## src/rtl/nfc_ram_arb_pkg.sv

```systemverilog
// Shared widths and ECC read-modify-write state encodings for the page buffer RAM arbiter.
package nfc_ram_arb_pkg;

  localparam int RAM_AW_DEF = 13;
  localparam int RAM_DW_DEF = 16;

  typedef enum logic [1:0] {
    ECC_IDLE = 2'b00,
    ECC_RD   = 2'b01,
    ECC_WR   = 2'b10,
    ECC_ACK  = 2'b11
  } ecc_state_e;

endpackage

```

## src/rtl/nfc_ram_arb_ecc_rmw.sv

```systemverilog
// ECC correction read-modify-write sequencer: RD, WR, then a one-cycle ack.
// Each step waits for ecc_gnt, so a MIF-occupied cycle delays it by one cycle.
module nfc_ecc_rmw
  import nfc_ram_arb_pkg::*;
#(
  parameter int RAM_DW = RAM_DW_DEF
) (
  input  logic              clk,
  input  logic              rst_n,
  input  logic              ecc_fix_req,
  input  logic [RAM_DW-1:0] ecc_fix_mask,
  input  logic              ecc_gnt,
  input  logic [RAM_DW-1:0] ram_dout,
  output logic              ecc_rd,
  output logic              ecc_wr,
  output logic              ecc_start,
  output logic [RAM_DW-1:0] ecc_wdat,
  output logic              ecc_fix_ack
);

  ecc_state_e        state_q;
  ecc_state_e        state_d;
  logic              ecc_rd_dly;
  logic [RAM_DW-1:0] fix_buf;

  always_ff @(posedge clk or negedge rst_n) begin
    if (!rst_n) begin
      state_q     <= ECC_IDLE;
      ecc_rd_dly  <= 1'b0;
      fix_buf     <= '0;
      ecc_fix_ack <= 1'b0;
    end else begin
      state_q     <= state_d;
      ecc_rd_dly  <= ecc_rd & ecc_gnt;
      if (ecc_rd_dly) begin
        fix_buf <= ram_dout;
      end
      ecc_fix_ack <= ecc_wr & ecc_gnt;
    end
  end

  always_comb begin
    state_d = state_q;
    ecc_rd  = 1'b0;
    ecc_wr  = 1'b0;
    case (state_q)
      ECC_IDLE: if (ecc_fix_req) state_d = ECC_RD;
      ECC_RD: begin
        ecc_rd = 1'b1;
        if (ecc_gnt) state_d = ECC_WR;
      end
      ECC_WR: begin
        ecc_wr = 1'b1;
        if (ecc_gnt) state_d = ECC_ACK;
      end
      ECC_ACK:  state_d = ECC_IDLE;
      default:  state_d = ECC_IDLE;
    endcase
  end

  // A pending request already outranks the host, before the FSM reaches RD.
  assign ecc_start = (state_q == ECC_IDLE) & ecc_fix_req;

  // Read data is live only in the cycle after the read; a stolen write uses the held copy.
  assign ecc_wdat = (ecc_rd_dly ? ram_dout : fix_buf) ^ ecc_fix_mask;

endmodule

```

## src/rtl/nfc_ram_arb.sv

```systemverilog
// Page buffer RAM arbiter, fixed priority MIF > ECC > host; MIF passes through with zero latency.
// Host acks one cycle after grant; optional host write protection under NFC_RAM_ARB_PROT_EN.
module nfc_ram_arb
  import nfc_ram_arb_pkg::*;
#(
  parameter int RAM_AW = RAM_AW_DEF,
  parameter int RAM_DW = RAM_DW_DEF
) (
  input  logic              clk,
  input  logic              rst_n,
  input  logic              mif_ram_cen,
  input  logic [1:0]        mif_ram_wen,
  input  logic [RAM_AW-1:0] mif_ram_addr,
  input  logic [RAM_DW-1:0] mif_ram_din,
  output logic [RAM_DW-1:0] mif_ram_dout,
  input  logic              ecc_fix_req,
  input  logic [RAM_AW-1:0] ecc_fix_addr,
  input  logic [RAM_DW-1:0] ecc_fix_mask,
  output logic              ecc_fix_ack,
  input  logic              hst_req,
  input  logic              hst_we,
  input  logic [1:0]        hst_be,
  input  logic [RAM_AW-1:0] hst_addr,
  input  logic [RAM_DW-1:0] hst_wdat,
  output logic [RAM_DW-1:0] hst_rdat,
  output logic              hst_ack,
  output logic              hst_err,
  input  logic              nfc_busy,
  output logic              ram_cen,
  output logic [1:0]        ram_wen,
  output logic [RAM_AW-1:0] ram_addr,
  output logic [RAM_DW-1:0] ram_din,
  input  logic [RAM_DW-1:0] ram_dout
);

  logic              mif_gnt;
  logic              ecc_gnt;
  logic              hst_gnt;
  logic              hst_busy;
  logic              hst_blk;
  logic              ecc_rd;
  logic              ecc_wr;
  logic              ecc_start;
  logic [RAM_DW-1:0] ecc_wdat;

  nfc_ecc_rmw #(
    .RAM_DW (RAM_DW)
  ) u_ecc_rmw (
    .clk          (clk),
    .rst_n        (rst_n),
    .ecc_fix_req  (ecc_fix_req),
    .ecc_fix_mask (ecc_fix_mask),
    .ecc_gnt      (ecc_gnt),
    .ram_dout     (ram_dout),
    .ecc_rd       (ecc_rd),
    .ecc_wr       (ecc_wr),
    .ecc_start    (ecc_start),
    .ecc_wdat     (ecc_wdat),
    .ecc_fix_ack  (ecc_fix_ack)
  );

  assign mif_gnt = !mif_ram_cen;
  assign ecc_gnt = !mif_gnt & (ecc_rd | ecc_wr);
  assign hst_gnt = !mif_gnt & !ecc_gnt & !ecc_start & hst_req & !hst_busy;

`ifdef NFC_RAM_ARB_PROT_EN
  // Blocked writes still take a grant slot so they ack at the normal time.
  assign hst_blk = hst_we & nfc_busy;

  always_ff @(posedge clk or negedge rst_n) begin
    if (!rst_n) begin
      hst_err <= 1'b0;
    end else begin
      hst_err <= hst_gnt & hst_blk;
    end
  end
`else
  logic prot_unused;
  assign prot_unused = nfc_busy;
  assign hst_blk     = 1'b0;
  assign hst_err     = 1'b0;
`endif

  always_ff @(posedge clk or negedge rst_n) begin
    if (!rst_n) begin
      hst_busy <= 1'b0;
      hst_ack  <= 1'b0;
    end else begin
      hst_ack <= hst_gnt;
      if (hst_gnt) begin
        hst_busy <= 1'b1;
      end else if (hst_ack) begin
        hst_busy <= 1'b0;
      end
    end
  end

  always_comb begin
    ram_cen  = 1'b1;
    ram_wen  = 2'b11;
    ram_addr = '0;
    ram_din  = '0;
    if (mif_gnt) begin
      ram_cen  = mif_ram_cen;
      ram_wen  = mif_ram_wen;
      ram_addr = mif_ram_addr;
      ram_din  = mif_ram_din;
    end else if (ecc_gnt) begin
      ram_cen  = 1'b0;
      ram_addr = ecc_fix_addr;
      if (ecc_wr) begin
        ram_wen = 2'b00;
        ram_din = ecc_wdat;
      end
    end else if (hst_gnt && !hst_blk) begin
      ram_cen  = 1'b0;
      ram_wen  = hst_we ? ~hst_be : 2'b11;
      ram_addr = hst_addr;
      ram_din  = hst_wdat;
    end
  end

  assign mif_ram_dout = ram_dout;
  assign hst_rdat     = ram_dout;

endmodule

```

## config.mk

```make
export PLATFORM = sky130hd
export DESIGN_NAME = nfc_ram_arb
export DESIGN_NICKNAME = d
export VERILOG_FILES = /design/src/rtl/nfc_ram_arb_pkg.sv /design/src/rtl/nfc_ram_arb_ecc_rmw.sv /design/src/rtl/nfc_ram_arb.sv
export SDC_FILE = /design/constraint.sdc
export NUM_CORES = 1
export LEC_CHECK = 0
export CAP_MARGIN = 40
export CORE_ASPECT_RATIO = 0.5
export CORE_MARGIN = 2
export CORE_UTILIZATION = 44
export CTS_CLUSTER_DIAMETER = 120
export DETAILED_ROUTE_END_ITERATION = 8
export DONT_BUFFER_PORTS = 1
export GPL_TIMING_DRIVEN = 0
export PLACE_DENSITY = 0.66
export SETUP_SLACK_MARGIN = 0.2
export SLEW_MARGIN = 5
export SYNTH_ARGS = -nofsm -noshare
export SYNTH_HDL_FRONTEND = slang
export SYNTH_SLANG_ARGS = --single-unit
```

## constraint.sdc

```tcl
create_clock -name clk -period 3.9 [get_ports clk]
set_input_delay 0 -clock clk [delete_from_list [all_inputs] [get_ports clk]]
set_output_delay 0 -clock clk [all_outputs]
set_load 0.01 [all_outputs]
```

Yosys cells after proc, flatten, opt, wreduce, memory -nomap -nowiden
Index checks and enable logic that the tools add are counted.
- bits in latches: 0
- register bits: 22
- ROM bits: 0
- word-level logic and storage cells: 53
- bits of input ports: 114
- memories: 0
- bits in writable memories: 0
- $lt $le $gt $ge: 0
- add/sub/neg operators: 0
- divide/modulo/power cells: 0
- multiply operators: 0
- shift-type cells: 0
- reduce and logical (&&, ||, !) cells: 6
- bitwise logic cells: 11
- equal/unequal tests: 6
- mux-type cells: 24
- operators by type and width (cell ; number):
    $mux 16 ; 5
    $mux 13 ; 3
    $mux 2 ; 8
    $xor 16x16->16 ; 1
    $and 1x1->1 ; 8
    $pmux 2 s4 ; 1
    $mux 1 ; 7
    $ne 2x2->1 const B ; 3
    $eq 2x2->1 const B ; 2
    $logic_not 1->1 ; 3
    $reduce_and 3->1 ; 1
    $eq 2x1->1 const B ; 1
    $logic_not 2->1 ; 1
    $not 2->2 ; 1
    $reduce_bool 2->1 ; 1
    $or 1x1->1 ; 1

Longest topological paths before layout
Gate-level depths: netlist of the first run.
- depth after elaboration: 12
- gate-level depth with buffers: 7
- mapped depth without buffers: 5

Modules after synthesis
A second synthesis of the first run with hierarchy kept.
- cells, all modules: 185
- area, all modules: 1958.1 um^2
- by module, submodules not included (module ; instances ; cells each ; area each (um^2)):
    nfc_ecc_rmw ; 1 ; 69 ; 994.7
    nfc_ram_arb ; 1 ; 116 ; 963.4

Worst setup path after synthesis of the first run
No wires, ideal clock.
- kind: reg-to-output
- start: register u_ecc_rmw.state_q[0]
- end: output port ram_addr[10]
- cell stages (with the launch flop): 8
- data required time: 3900 ps
- slack: 2227 ps
- buffers on the path: 3
- data arrival time: 1673 ps
- cell sequence: dfrtp_1 -> inv_1 -> ha_1 -> buf_2 -> buf_2 -> buf_1 -> nand2_1 -> a31oi_1
- cells in the longest elaborated chain, start to end: 12
- elaborated cells on any way between the ends: 17
- classes of those cells: 2 x eq/ne; 5 x mux; 7 x bitwise; 3 x reduce/logical
- ends and longest elaborated chain (item ; RTL line ; RTL):
    start: declaration ; nfc_ram_arb_ecc_rmw.sv:21 ; ecc_state_e state_q;
    start signal: assignment ; nfc_ram_arb_ecc_rmw.sv:33 ; state_q <= state_d;
    $eq 2x1->1 / $eq 2x2->1 (equally long branches) ; nfc_ram_arb_ecc_rmw.sv:46 ; case (state_q)
    $mux 1 ; nfc_ram_arb_ecc_rmw.sv:46 ;
    $or 1x1->1 ; nfc_ram_arb.sv:63 ; assign ecc_gnt = !mif_gnt & (ecc_rd | ecc_wr);
    $and 1x1->1 ; nfc_ram_arb.sv:63 ;
    $logic_not 1->1 ; nfc_ram_arb.sv:64 ; assign hst_gnt = !mif_gnt & !ecc_gnt & !ecc_start & hst_req & !hst_busy;
    $and 1x1->1 (4 in a row) ; nfc_ram_arb.sv:64 ;
    $mux 13 ; nfc_ram_arb.sv:115 ; end else if (hst_gnt && !hst_blk) begin
    $mux 13 * ; nfc_ram_arb.sv:108 ; end else if (ecc_gnt) begin
    $mux 13 * ; nfc_ram_arb.sv:103 ; if (mif_gnt) begin
    end: declaration ; nfc_ram_arb.sv:31 ; output logic [RAM_AW-1:0] ram_addr,
Mark *: on every way between the ends. The rest lies on a longest branch, timed or not.

Worst setup path in the final report of the first run
- start: register u_ecc_rmw.state_q[0]
- end: output port ram_addr[5]
The elaborated chain is that of the path after synthesis.

==> reports/qor.txt, run 1 <==
Starting DRT DRC Count = 93
Worst Path Buf+Inv = 4
Slew Limit Fails = 0
EDFF count, synth = 0
VDD IR max = 0.2303 mV
Final Setup Violations = 0
most used cell, CP = buf_2
ant diodes = 0
Post-DRT Antenna Nets = 0
PortBufs = 0
Net Count, Synth = 355
Root Driver = clkbuf_8
initial antenna violation count = 0
max incr delay on CP = 0.38 ns
die area = 0.005280 mm^2
Arr. time, crit path = 2.34 ns
Cell Area, Synth = 0.002061 mm^2
Nets = 378
power per cell area = 629.7 mW/mm^2
Hold-fix buffers, CTS = 17
Vias = 1806
Post-Route WL = 5.739 mm
fmax = 0.4282 GHz
Ports = 181
DP HPWL = 4.645 mm
height of the die = 52.39 um
Clock Latency Late Sink = 0.26 ns
largest net degree at the start of global routing = 23
site row count = 17
layout cell share with drive strength beyond 1 = 25.10%
# Max-Cap Violations = 0
kind of start point of the critical path = flop
main flop type after synthesis = dfrtp_1
Async S/R FF share, synth = 100.0%
CP delay by family, top = buffers and inverters
number of setup buffers added after CTS = 0
top-count cell post-synth = buf_4
LEAKAGE = 1.047 nW
synth warn = 0
clock sink total = 22
Hold Violations, Final = 0
clock skew = 0.0008187 ns
GP Congestion = 0.7670
relative max-transition margin = 65.42%
critical path capture point type = output pin
Slew @ Worst Pin = 0.5187 ns
Seq/Total Area, Yosys = 26.72%
Worst-path clk slew = 0.08 ns
most frequent cells after synthesis = 34 x buf_4, 23 x nand2_1, 22 x dfrtp_1
Routed WL per cell = 18.16 um
Area Overhead vs Synth = 16.51%
Critical Path RT = 3.90 ns
Core Util, Final = 54.01%
DRC Markers = 0
Avg Synthesized Cell Area = 8.695 um^2
Crit Path Category = reg -> out
hold crit path type = in -> reg
Area contributors post-synth = dfrtp_1 27%, buf_4 12%, mux2_2 6.6%
CTS Buf Count = 3
worst-path fanout max = 10
CTS tree = done
clock tree buffer depth = 2
# H-tree levels = 1
#FFs+latches synth = 22
GRT overflow = 0
setup TNS = 0 ns
RSZ-0062 raised after global routing = false
period utilization = 59.88%
Slowest-stage cell, CP = dfrtp_1
first-pass GRT wire length = 8.694 mm
Final min period = 2.335 ns
share of the synthesized area in the top cell type = 26.72%
vias in the first global route = 1809
Mapped Cells = 237
Via density = 5.715
die width = 100.8 um
cts repair resizes = 0
First-pass DRT Iterations = 4
core box area = 0.004446 mm^2
Initial Util = 46.36%
crit-path cells = inv_1, ha_1, buf_2, buf_2, buf_1, nand2_1, a31oi_1
status = completed
post-synthesis cell type count = 35
total track usage = 21.09%
Synth area leader = dfrtp_1
-- worst paths after layout --
path / startpoint / to / slack [ns] / depth (start not counted)
worst max-delay path: u_ecc_rmw.state_q[0]$_DFFE_PN0P_ / ram_addr[5] / 1.56 / 7
worst min-delay path: ecc_fix_req / u_ecc_rmw.state_q[1]$_DFFE_PN0P_ / 0.06 / 3
worst max register to register: u_ecc_rmw.state_q[0]$_DFFE_PN0P_ / u_ecc_rmw.ecc_rd_dly$_DFF_PN0_ / 1.97 / 6
worst min register to register: u_ecc_rmw.fix_buf[13]$_DFF_PN0_ / u_ecc_rmw.fix_buf[13]$_DFF_PN0_ / 0.51 / 1
max in group asynchronous: rst_n / u_ecc_rmw.state_q[0]$_DFFE_PN0P_ / 3.41 / 2
min in group asynchronous: rst_n / u_ecc_rmw.fix_buf[9]$_DFF_PN0_ / 0.08 / 1
-- area by class of cell --
| type | count | area (um^2) |
|---|---|---|
| repair buffers | 18 | 197.7 |
| clock inverters | 1 | 30.03 |
| clock buffers | 3 | 41.29 |
| multi-input cells | 156 | 1129 |
| fillers | 438 | 2044 |
| inverters | 8 | 30.03 |
| plain buffers | 51 | 351.6 |
| flip-flops and latches | 22 | 550.5 |
| well taps | 57 | 71.32 |
-- routing by layer --
metal,up-vias,part of all wire [%],wire (um),global-route usage [%]
met5,-,0,0,0
met4,0,0.40,23,2.283
met3,6,6.4,368,4.667
met2,88,51,2947,39.67
met1,863,42,2400,25.80
li1,849,-,-,-
-- placed cells by master, fill, tap and decap left out, types with 2 or more instances in the layout --
cell,Yosys,routed
buf_1,2,2
buf_2,7,7
dlygate4sd3_1,0,17
and2_1,2,2
ha_1,4,4
and3_1,2,2
o41ai_1,2,2
nand2_1,23,23
a31oi_1,13,13
mux2_2,12,12
clkbuf_8,0,3
nor2b_1,11,11
o21ai_0,8,8
o41a_1,6,6
clkbuf_1,6,6
nand2b_1,7,7
a221o_1,10,10
mux2_4,4,4
nand4_1,13,13
inv_1,8,8
buf_4,34,34
xor2_1,10,10
nor2_1,13,13
dfrtp_1,22,22
xnor2_1,6,6
-- cell families (layout without fill, tap and decap cells) --
logic type	count (synthesis)	in the layout	synth area share, %
muxes	17	17	9.958
DFF	22	22	26.72
AOI/OAI and AO/OA	45	45	17.37
and+or+nand+nor	73	73	18.03
buffers and inverters	59	81	18.52
other	1	1	0.1820
adders and majority gates	4	4	2.429
xor gates and xnor gates	16	16	6.800
-- stage by stage --
step | area (um^2) | total power, mW | std cells | hold WS [ns] | setup WS, ns
finish | 2401 | 1.512 | 316 | 0.05881 | 1.565
global route | 2401 | 1.639 | 316 | 0.08626 | 1.393
CTS | 2374 | 1.523 | 315 | 0.05372 | 1.555
detailed placement | 2132 | 1.288 | 294 | -0.2949 | 1.862
global placement | 2132 | 1.252 | 294 | -0.2950 | 1.940
floorplan | 2061 | 1.109 | 237 | -0.2956 | 2.227
-- report_power, final --
group,switching [mW],internal (mW)
registers,0.0420,0.337
logic,0.537,0.385
clock network,0.0741,0.137
total,0.653,0.859
-- worst min-delay path, stage by stage --
cell and delay (ns):
inv_1 0.05, a222oi_1 0.09, mux2i_1 0.13
-- state kept, by name, summed over array words and instances, names as in the netlist --
name,cells
u_ecc_rmw.ecc_rd_dly,1
u_ecc_rmw.fix_buf,16
hst_busy,1
hst_ack,1
u_ecc_rmw.state_q,2
u_ecc_rmw.ecc_fix_ack,1
Power figures use the tool's default switching activity.
==> run 2, diff against run 1 <==
PLACE_DENSITY = 0.68   (was 0.66)
clock period = 1.9 ns   (was 3.9 ns; I/O delays follow)
==> run 2 against run 1 <==
Against the previous run:
- power rose to 2.9 times the previous value
- non-clock buffer count rose by 19
- largest power group unchanged
- sequential power rose by 110%
- register-to-register slack got worse by 1.9 ns
- first-iteration DRC count fell by 38%
- critical path type unchanged
==> reports/qor.txt, run 2 (synthesized netlist as in run 1, its figures left out) <==
status = completed
Final min period = 1.866 ns
Worst-path clk slew = 0.09 ns
Slew Limit Fails = 0
Top reg by flops = u_ecc_rmw.fix_buf
First-pass DRT Iterations = 4
Core Util, Final = 66.76%
kind of start point of the critical path = flop
height of the die = 52.39 um
Vias = 1948
Hold Violations, Final = 0
DR WL met3 = 447 um
Clock Latency Late Sink = 0.27 ns
CTS Buf Count = 3
Nets = 397
fmax = 0.5358 GHz
Slew @ Worst Pin = 1.114 ns
ant diodes = 0
FF/Latch Area = 550.5 um^2
site row count = 17
clock skew = 0.004289 ns
# Max-Cap Violations = 0
# H-tree levels = 1
area of the multi-input gates = 0.001461 mm^2
Place WS = -0.1074 ns
Final Hold Slack = 0.09311 ns
clock tree buffer depth = 2
Flop pwr share = 17.6%
relative max-transition margin = 25.76%
LEAKAGE = 1.238 nW
layout cell share with drive strength beyond 1 = 46.76%
largest net degree at the start of global routing = 23
vias in the first global route = 1887
CTS tree = done
clock sink total = 22
Post-Route WL = 6.648 mm
Arr. time, crit path = 1.87 ns
Gate power share = 72.4%
M1 wire length = 2.672 mm
routed wl met2 = 3.471 mm
DRC Markers = 0
filler cell count = 349
die width = 100.8 um
power per cell area = 1502 mW/mm^2
die area = 0.005280 mm^2
hold crit path type = in -> out
worst-path fanout max = 5
Starting DRT DRC Count = 58
Highest Signal Layer = met4
GRT overflow = 0
setup TNS = 0 ns
period utilization = 98.23%
Post-DRT Antenna Nets = 0
commonest non-fill, non-tap cell in the layout = buf_4
Root Driver = clkbuf_8
critical path capture point type = output pin
Sw Ratio = 42.61%
PortBufs = 0
largest registers = u_ecc_rmw.fix_buf (16), u_ecc_rmw.state_q (2)
initial antenna violation count = 0
most frequent cells in the layout = 48 x buf_4, 22 x dfrtp_1, 17 x dlygate4sd3_1
core box area = 0.004446 mm^2
DP HPWL = 4.563 mm
Ports = 181
RSZ-0062 raised after global routing = true
switching pwr = 1.899 mW
Routed WL per cell = 19.84 um
VDD IR max = 0.7100 mV
GP Congestion = 0.8069
total track usage = 22.58%
setup ws final = 0.03368 ns
Final Setup Violations = 0
Clk pwr share = 10.0%
Crit Path Category = reg -> out
first-pass GRT wire length = 9.197 mm
max FFs per register = 16
Initial Util = 46.36%
Via density = 5.815
P_int = 2.558 mW
Area Overhead vs Synth = 44.02%
Critical Path RT = 1.90 ns
==> run 2: cell count changes in the layout (fill, tap and decap cells not counted), moves of 5 or more <==
| cell | previous run | this run |
|---|---|---|
| a31oi_4 | 0 | 13 |
| nand2_1 | 23 | 13 |
| o21ai_0 | 8 | 0 |
| nand2_2 | 0 | 6 |
| buf_8 | 0 | 6 |
| buf_6 | 1 | 8 |
| o21ai_2 | 0 | 5 |
| buf_4 | 34 | 48 |
| a31oi_1 | 13 | 0 |
==> run 2: final cells by class <==
| class | count | share of cell area [%] |
|---|---|---|
| multi-input combinational | 156 | 49.24 |
| sequential | 22 | 18.55 |
| buffer | 51 | 14.21 |
| timing repair buffer | 37 | 11.93 |
| tap | 57 | 2.403 |
| clock buffer | 3 | 1.391 |
| inverter | 8 | 1.265 |
| clock inverter | 1 | 1.012 |
==> run 2: layer usage <==
layer / up-vias / track usage (%)
li1: 889 / -
met4: 0 / 6.621
met5: - / 0
met1: 944 / 26.92
met3: 6 / 4.800
met2: 109 / 41.56
==> run 2: worst paths after layout <==
| path | from | to | slack [ns] | cells after the start |
|---|---|---|---|---|
| worst max register to register | u_ecc_rmw.state_q[0]$_DFFE_PN0P_ | u_ecc_rmw.state_q[1]$_DFFE_PN0P_ | 0.11 | 8 |
| worst min-delay path | ram_dout[6] | hst_rdat[6] | 0.09 | 1 |
| worst min register to register | u_ecc_rmw.fix_buf[7]$_DFF_PN0_ | u_ecc_rmw.fix_buf[7]$_DFF_PN0_ | 0.52 | 1 |
| worst max-delay path | u_ecc_rmw.state_q[0]$_DFFE_PN0P_ | ram_din[9] | 0.03 | 8 |
| max in group asynchronous | rst_n | u_ecc_rmw.fix_buf[1]$_DFF_PN0_ | 1.28 | 2 |
| min in group asynchronous | rst_n | u_ecc_rmw.fix_buf[11]$_DFF_PN0_ | 0.14 | 1 |
==> run 2: critical path: stages, from the launching register on <==
cell and delay (ns):
dfrtp_1 0.40, inv_2 0.09, ha_4 0.15, and2_4 0.13
buf_6 0.10, nor4_4 0.03, buf_4 0.17, buf_6 0.13
a221o_1 0.39
==> run 2: metrics by stage <==
stage                     power, mW  cell area, um^2  std cells
after global placement        2.565             2132        294
after CTS                     3.750             2640        321
final                         4.457             2968        335
after floorplan               2.276             2061        237
after detailed placement      2.643             2132        294
after global routing          4.713             2968        335
==> run 2: repair_timing <==
action                     in CTS  in global routing
hold endpoints to repair       38                  0
hold buffers                   17                  0
gates cloned                    2                  1
pin swaps                      14                 26
setup endpoints to repair      36                 30
gates resized for setup        61                 49
buffers inserted                4                 12
==> run 2: power by group through the flow <==
stage          registers (mW)  clock network, mW  logic (mW)
3_5_place_dp            0.789                  0        1.85
2_1_floorplan           0.755                  0        1.52
5_1_grt                 0.802              0.486        3.43
3_3_place_gp            0.776                  0        1.79
4_1_cts                 0.781              0.451        2.52
6_report                0.784              0.448        3.23
